**config.mk**
```make
export PLATFORM = sky130hd
export DESIGN_NAME = div8u4_seq
export DESIGN_NICKNAME = d
export VERILOG_FILES = /design/src/rtl/div_pkg.sv /design/src/rtl/div_step.sv /design/src/rtl/div8u4_seq.sv
export SDC_FILE = /design/constraint.sdc
export NUM_CORES = 1
export LEC_CHECK = 0
export ABC_AREA = 0
export CAP_MARGIN = 20
export CORE_MARGIN = 10
export CORE_UTILIZATION = 51
export DETAILED_ROUTE_END_ITERATION = 8
export GPL_TIMING_DRIVEN = 0
export PLACE_DENSITY = 0.78
export SLEW_MARGIN = 5
export SYNTH_ARGS = -nofsm -noshare
export SYNTH_HDL_FRONTEND = slang
export SYNTH_HIERARCHICAL = 1
export SYNTH_SLANG_ARGS = --single-unit
```
**constraint.sdc**
```tcl
create_clock -name clk -period 2.3 [get_ports clk]
set_input_delay 0.46 -clock clk [delete_from_list [all_inputs] [get_ports clk]]
set_output_delay 0.46 -clock clk [all_outputs]
set_load 0.02 [all_outputs]
```
**src/rtl/div_pkg.sv**
```systemverilog
// Shared types and constants for the 8-by-4 unsigned sequential divider.
package div_pkg;

  localparam int DIVIDEND_W = 8;
  localparam int DIVISOR_W  = 4;
  localparam int ITER       = 8;
  localparam int CNT_W      = 3;

  typedef enum logic [1:0] {
    IDLE = 2'd0,
    BUSY = 2'd1,
    DONE = 2'd2
  } state_t;

endpackage

```
**src/rtl/div_step.sv**
```systemverilog
// One restoring-division stage: shift in the next dividend bit, subtract the
// divisor when it fits, and report the resulting quotient bit.
module div_step
  import div_pkg::*;
(
  input  logic [DIVISOR_W-1:0] r,
  input  logic                 msb,
  input  logic [DIVISOR_W-1:0] d,
  output logic [DIVISOR_W-1:0] r_next,
  output logic                 qbit
);

  logic [DIVISOR_W:0]   w_t;
  logic [DIVISOR_W-1:0] w_diff;

  assign w_t = {r, msb};
  // Only the low bits of the difference survive, since t - d < d whenever it is taken.
  assign w_diff = w_t[DIVISOR_W-1:0] - d;
  assign qbit   = (w_t >= {1'b0, d});
  assign r_next = qbit ? w_diff : w_t[DIVISOR_W-1:0];

endmodule

```
**src/rtl/div8u4_seq.sv**
```systemverilog
// Sequential unsigned restoring divider, one quotient bit per clock, behind
// valid/ready request and response handshakes.
module div8u4_seq
  import div_pkg::*;
(
  input  logic                  clk,
  input  logic                  rst_n,
  input  logic                  in_valid,
  output logic                  in_ready,
  input  logic [DIVIDEND_W-1:0] dividend,
  input  logic [DIVISOR_W-1:0]  divisor,
  output logic                  out_valid,
  input  logic                  out_ready,
  output logic [DIVIDEND_W-1:0] quotient,
  output logic [DIVISOR_W-1:0]  remainder,
  output logic                  div_by_zero
);

  state_t                r_state;
  logic [DIVIDEND_W-1:0] r_q;
  logic [DIVISOR_W-1:0]  r_r;
  logic [DIVISOR_W-1:0]  r_d;
  logic [CNT_W-1:0]      r_cnt;
  logic                  r_dbz;
  logic [DIVIDEND_W-1:0] r_quot;
  logic [DIVISOR_W-1:0]  r_rem;
  logic                  r_dbzOut;

  logic [DIVISOR_W-1:0]  w_rNext;
  logic                  w_qbit;
  logic [DIVIDEND_W-1:0] w_qNext;

  div_step u_step (
    .r      (r_r),
    .msb    (r_q[DIVIDEND_W-1]),
    .d      (r_d),
    .r_next (w_rNext),
    .qbit   (w_qbit)
  );

  assign w_qNext     = {r_q[DIVIDEND_W-2:0], w_qbit};
  assign in_ready    = (r_state == IDLE);
  assign out_valid   = (r_state == DONE);
  assign quotient    = r_quot;
  assign remainder   = r_rem;
  assign div_by_zero = r_dbzOut;

  // Divisor 0 runs the normal algorithm; the flag is purely informational.
  always_ff @(posedge clk or negedge rst_n) begin
    if (!rst_n) begin
      r_state  <= IDLE;
      r_q      <= '0;
      r_r      <= '0;
      r_d      <= '0;
      r_cnt    <= '0;
      r_dbz    <= 1'b0;
      r_quot   <= '0;
      r_rem    <= '0;
      r_dbzOut <= 1'b0;
    end else begin
      case (r_state)
        IDLE: begin
          if (in_valid) begin
            r_q     <= dividend;
            r_d     <= divisor;
            r_r     <= '0;
            r_cnt   <= '0;
            r_dbz   <= (divisor == '0);
            r_state <= BUSY;
          end
        end
        BUSY: begin
          r_q   <= w_qNext;
          r_r   <= w_rNext;
          r_cnt <= r_cnt + 3'd1;
          if (r_cnt == CNT_W'(ITER - 1)) begin
            r_quot   <= w_qNext;
            r_rem    <= w_rNext;
            r_dbzOut <= r_dbz;
            r_state  <= DONE;
          end
        end
        DONE: begin
          if (out_ready) begin
            r_state <= IDLE;
          end
        end
        default: r_state <= IDLE;
      endcase
    end
  end

endmodule

```
==> flow_summary.html <==
<table>
<tr><th>Metric</th><th>Value</th></tr>
<tr><th colspan="2">Run status</th></tr>
<tr><td>Status</td><td>complete, no violations</td></tr>
<tr><th colspan="2">Floorplan</th></tr>
<tr><td>Overall die area</td><td>between 6000 and 7000 um^2</td></tr>
<tr><td>Y dimension of the die</td><td>77.55 um</td></tr>
<tr><td>Chip Width</td><td>77.55 um</td></tr>
<tr><td>Starting Density</td><td>0.5444</td></tr>
<tr><td>Number of placement rows</td><td>20</td></tr>
<tr><td>Floorplan Core Area</td><td>roughly 3100 um^2</td></tr>
<tr><td>IO Count</td><td>31</td></tr>
<tr><th colspan="2">STA</th></tr>
<tr><td>Max Clock Freq</td><td>471.1 MHz</td></tr>
<tr><td>Least-Margin Pin Slew</td><td>between 700 and 800 ps</td></tr>
<tr><td>Final setup violation count</td><td>0</td></tr>
<tr><td>Setup TNS</td><td>0 ps</td></tr>
<tr><td>Unrepaired setup endpoints after global routing</td><td>no</td></tr>
<tr><td>Final worst-path cycle share</td><td>0.9229</td></tr>
<tr><td>Final min period</td><td>2123 ps</td></tr>
<tr><td>Fin. max-slew vios</td><td>0</td></tr>
<tr><td>Number of hold violations in the final report</td><td>0</td></tr>
<tr><td>Remaining max-slew budget at the tightest pin</td><td>0.5007</td></tr>
<tr><td>Final Skew</td><td>7.721 ps</td></tr>
<tr><th colspan="2">Pwr</th></tr>
<tr><td>Leakage power</td><td>between 0.9 and 1 nW</td></tr>
<tr><td>Cell Pwr Density</td><td>1579 nW/um^2</td></tr>
<tr><td>Peak VDD IR</td><td>0.7800 mV</td></tr>
<tr><th colspan="2">Cells and area</th></tr>
<tr><td>Relative area change from synthesis to final layout</td><td>22.74%</td></tr>
<tr><td>Number of nets in the layout</td><td>191</td></tr>
<tr><td>Ant. Diodes</td><td>0</td></tr>
<tr><td>Multi-input combinational cell area</td><td>between 700 and 800 um^2</td></tr>
<tr><td>Area occupied by registers</td><td>877.1 um^2</td></tr>
<tr><td>Post-route cell area</td><td>a little over 2000 um^2</td></tr>
<tr><td>Count of fill cells added during filler insertion</td><td>249</td></tr>
<tr><td>Share of final-layout standard cells stronger than drive strength 1</td><td>0.2455</td></tr>
<tr><th colspan="2">Logic synthesis</th></tr>
<tr><td>Mean cell area of the mapped netlist</td><td>between 10 and 15 um^2</td></tr>
<tr><td>Ys Warns</td><td>6</td></tr>
<tr><td>Top cells by area, synth</td><td>sky130_fd_sc_hd__dfrtp_1 (52%), sky130_fd_sc_hd__mux2_4 (8.9%), sky130_fd_sc_hd__mux2_2 (6.0%)</td></tr>
<tr><td>Library cell occupying the most area in the post-synthesis netlist</td><td>sky130_fd_sc_hd__dfrtp_1</td></tr>
<tr><td>Synth top area share</td><td>0.5185</td></tr>
<tr><td>Most numerous cell types in the synthesized netlist</td><td>sky130_fd_sc_hd__dfrtp_1 (35), sky130_fd_sc_hd__mux2_4 (10), sky130_fd_sc_hd__o22ai_1 (10)</td></tr>
<tr><td>Synthesis-stage register bit count</td><td>35</td></tr>
<tr><td>Most numerous cell in the Yosys netlist</td><td>sky130_fd_sc_hd__dfrtp_1</td></tr>
<tr><td>Fraction of registers with async set/reset</td><td>1.000</td></tr>
<tr><td>Syn_nets</td><td>155</td></tr>
<tr><td>Combined area of all synthesized cells</td><td>approximately 1700 um^2</td></tr>
<tr><td>Share of synthesized area occupied by flip-flops and latches</td><td>0.5185</td></tr>
<tr><td>Dominant synthesized flop cell</td><td>sky130_fd_sc_hd__dfrtp_1</td></tr>
<tr><td>Post-synth EDFFs</td><td>0</td></tr>
<tr><td>Cells after Synth</td><td>132</td></tr>
<tr><td>Count of distinct cell types in the synthesized netlist</td><td>34</td></tr>
<tr><th colspan="2">Route</th></tr>
<tr><td>Drt total wl</td><td>about 3700 um</td></tr>
<tr><td>Mean routed wirelength per cell</td><td>17.40 um</td></tr>
<tr><td>Via count</td><td>roughly 1200</td></tr>
<tr><td>Vias per Instance</td><td>around 5.6</td></tr>
<tr><td>Router iterations before antenna repair</td><td>4</td></tr>
<tr><td>Antenna Violating Nets Remaining</td><td>0</td></tr>
<tr><td>Residual DRC count</td><td>0</td></tr>
<tr><td>Number of violations reported at the end of detailed-routing iteration 0</td><td>64</td></tr>
<tr><th colspan="2">Clock network</th></tr>
<tr><td>Total clock sinks</td><td>35</td></tr>
<tr><td>Clock tree from TritonCTS</td><td>done</td></tr>
<tr><td>Cell at the root of the clock tree</td><td>sky130_fd_sc_hd__clkbuf_4</td></tr>
<tr><td>Clock latency on the worst-skew pair</td><td>~340 ps</td></tr>
<tr><td>Post-CTS setup buffers</td><td>0</td></tr>
<tr><td>Maximum clock path buffer count</td><td>2</td></tr>
<tr><td>Count of H-tree levels built during CTS</td><td>2</td></tr>
<tr><td>Total clock buffers created by CTS</td><td>5</td></tr>
<tr><td>Clock Pin Slew Worst Setup and Hold Paths</td><td>100 ps</td></tr>
<tr><th colspan="2">Setup path</th></tr>
<tr><td>Crit path required time</td><td>~1800 ps</td></tr>
<tr><td>Worst setup EP type</td><td>primary output</td></tr>
<tr><td>Startpoint Class</td><td>flop</td></tr>
<tr><td>Arrival @ worst endpoint</td><td>1660 ps</td></tr>
<tr><td>Critical path class</td><td>flop to primary output</td></tr>
<tr><td>Crit Reg-Reg Endpoint</td><td>remainder[2]</td></tr>
<tr><td>Highest fanout seen on the critical path</td><td>10</td></tr>
<tr><td>FF-to-FF Start</td><td>r_r[1]</td></tr>
<tr><td>Reg-to-reg slack, setup</td><td>410 ps</td></tr>
<tr><td>Count of cells along the worst register-to-register path</td><td>6</td></tr>
<tr><th colspan="2">GRT</th></tr>
<tr><td>Number of antenna violations at the first check in global routing</td><td>0</td></tr>
<tr><td>Global-route wire length before repair</td><td>around 6100 um</td></tr>
<tr><td>Maximum number of pins on one net before global-route repair</td><td>36</td></tr>
<tr><td>GRT Total Usage</td><td>0.1265</td></tr>
<tr><td>Number of global-route vias before repair</td><td>1274</td></tr>
<tr><td>Aggregate global routing overflow</td><td>0</td></tr>
<tr><th colspan="2">Hold path</th></tr>
<tr><td>Worst hold-check path type</td><td>input port to async pin</td></tr>
<tr><th colspan="2">Job</th></tr>
<tr><td>Max Cap Viol</td><td>0</td></tr>
<tr><th colspan="2">Place</th></tr>
<tr><td>HPWL reported at the end of detailed placement</td><td>~2800 um</td></tr>
<tr><td>Placed cell area</td><td>2029 um^2</td></tr>
<tr><td>Port-buffer cells</td><td>29</td></tr>
<tr><td>Final weighted congestion in routability-driven placement</td><td>0.8598</td></tr>
</table>
## area by class of cell
| class | instances | share of cell area |
|---|---|---|
| sequential | 35 | 0.4231 |
| multi-input combinational | 83 | 0.3585 |
| timing repair buffer | 29 | 0.1376 |
| tap | 44 | 0.02655 |
| clock buffer | 6 | 0.01992 |
| inverter | 10 | 0.01871 |
| buffer | 4 | 0.01569 |
## per-layer routing
metal  routed length (um)  part of all wire  global-route usage  up-vias
met4                   56             0.015             0.05292        0
met1                 1459              0.40              0.1433      584
li1                     -                 -                   -      547
met3                  283             0.077             0.04378        7
met5                    0                 0                   0        -
met2                 1872              0.51              0.2124       35
## report_power, final
part	internal, mW	switching, mW	total, mW
clock network	0.109	0.191	0.300
logic	0.958	0.892	1.85
registers	0.915	0.208	1.12
## flip-flops by register name, summed over array words and instances, names as in the netlist
name / cells
div_by_zero: 1
quotient: 8
r_cnt: 3
r_d: 4
r_dbz: 1
r_q: 8
r_r: 4
r_state: 2
remainder: 4
## layout by cell type (no fill, tap or decap), types with 2 or more instances in the layout
| cell type | synthesis | layout |
|---|---|---|
| sky130_fd_sc_hd__nor2_1 | 7 | 7 |
| sky130_fd_sc_hd__mux2i_1 | 2 | 2 |
| sky130_fd_sc_hd__ha_1 | 6 | 6 |
| sky130_fd_sc_hd__nor2_2 | 2 | 2 |
| sky130_fd_sc_hd__clkdlybuf4s50_1 | 0 | 28 |
| sky130_fd_sc_hd__buf_2 | 2 | 3 |
| sky130_fd_sc_hd__nor3_1 | 2 | 2 |
| sky130_fd_sc_hd__mux2_4 | 10 | 10 |
| sky130_fd_sc_hd__o22ai_1 | 10 | 10 |
| sky130_fd_sc_hd__nand2b_1 | 4 | 4 |
| sky130_fd_sc_hd__mux2_2 | 9 | 9 |
| sky130_fd_sc_hd__a21oi_1 | 5 | 5 |
| sky130_fd_sc_hd__a22o_1 | 6 | 6 |
| sky130_fd_sc_hd__a22oi_1 | 2 | 2 |
| sky130_fd_sc_hd__buf_6 | 2 | 2 |
| sky130_fd_sc_hd__clkbuf_4 | 0 | 5 |
| sky130_fd_sc_hd__a2bb2oi_1 | 2 | 2 |
| sky130_fd_sc_hd__dfrtp_1 | 35 | 34 |
| sky130_fd_sc_hd__inv_1 | 9 | 9 |
## cells by family after synthesis
family,synth area share
flops,0.5185
mux,0.1607
compound gates,0.1378
simple gates,0.08001
buf+inv,0.04148
xor+xnor,0.005186
fa+ha+maj,0.05630
## stage by stage
| stage | utilization | hold slack (ps) | setup slack [ps] | std cells | power (mW) |
|---|---|---|---|---|---|
| 4_1_cts | 0.6677 | 210.9 | 94.69 | 211 | 3.291 |
| 6_report | 0.6681 | 181.2 | 177.4 | 211 | 3.273 |
| 5_1_grt | 0.6681 | 235.9 | 73.93 | 211 | 3.506 |
| 3_5_place_dp | 0.6540 | 490.7 | 357.8 | 205 | 2.980 |
| 2_1_floorplan | - | 164.4 | 543.3 | 132 | 2.423 |
| 3_3_place_gp | 0.6556 | 490.2 | 71.22 | 205 | 2.888 |
## how the worst max path moves through the flow
stage,to,start,slack [ps],depth (start not counted)
floorplan,remainder[2],r_r[1],540,6
global placement,remainder[2],rst_n,70,1
detailed placement,out_valid,r_state[1],360,3
CTS,out_valid,r_state[1],90,3
global route,out_valid,r_state[1],70,3
finish,in_ready,r_state[0],180,3
## repair_timing
item	in CTS	in global routing
gates resized for setup	1	1
pin swaps	0	0
hold buffers	0	0
setup endpoints to repair	1	1
## worst max-delay path, cell delays in order, from the launching register on
cell and delay [ps]:
sky130_fd_sc_hd__dfrtp_1 380, sky130_fd_sc_hd__buf_2 180, sky130_fd_sc_hd__nor2_1 150, sky130_fd_sc_hd__clkdlybuf4s50_1 620
(Power assumes the default switching activity.)
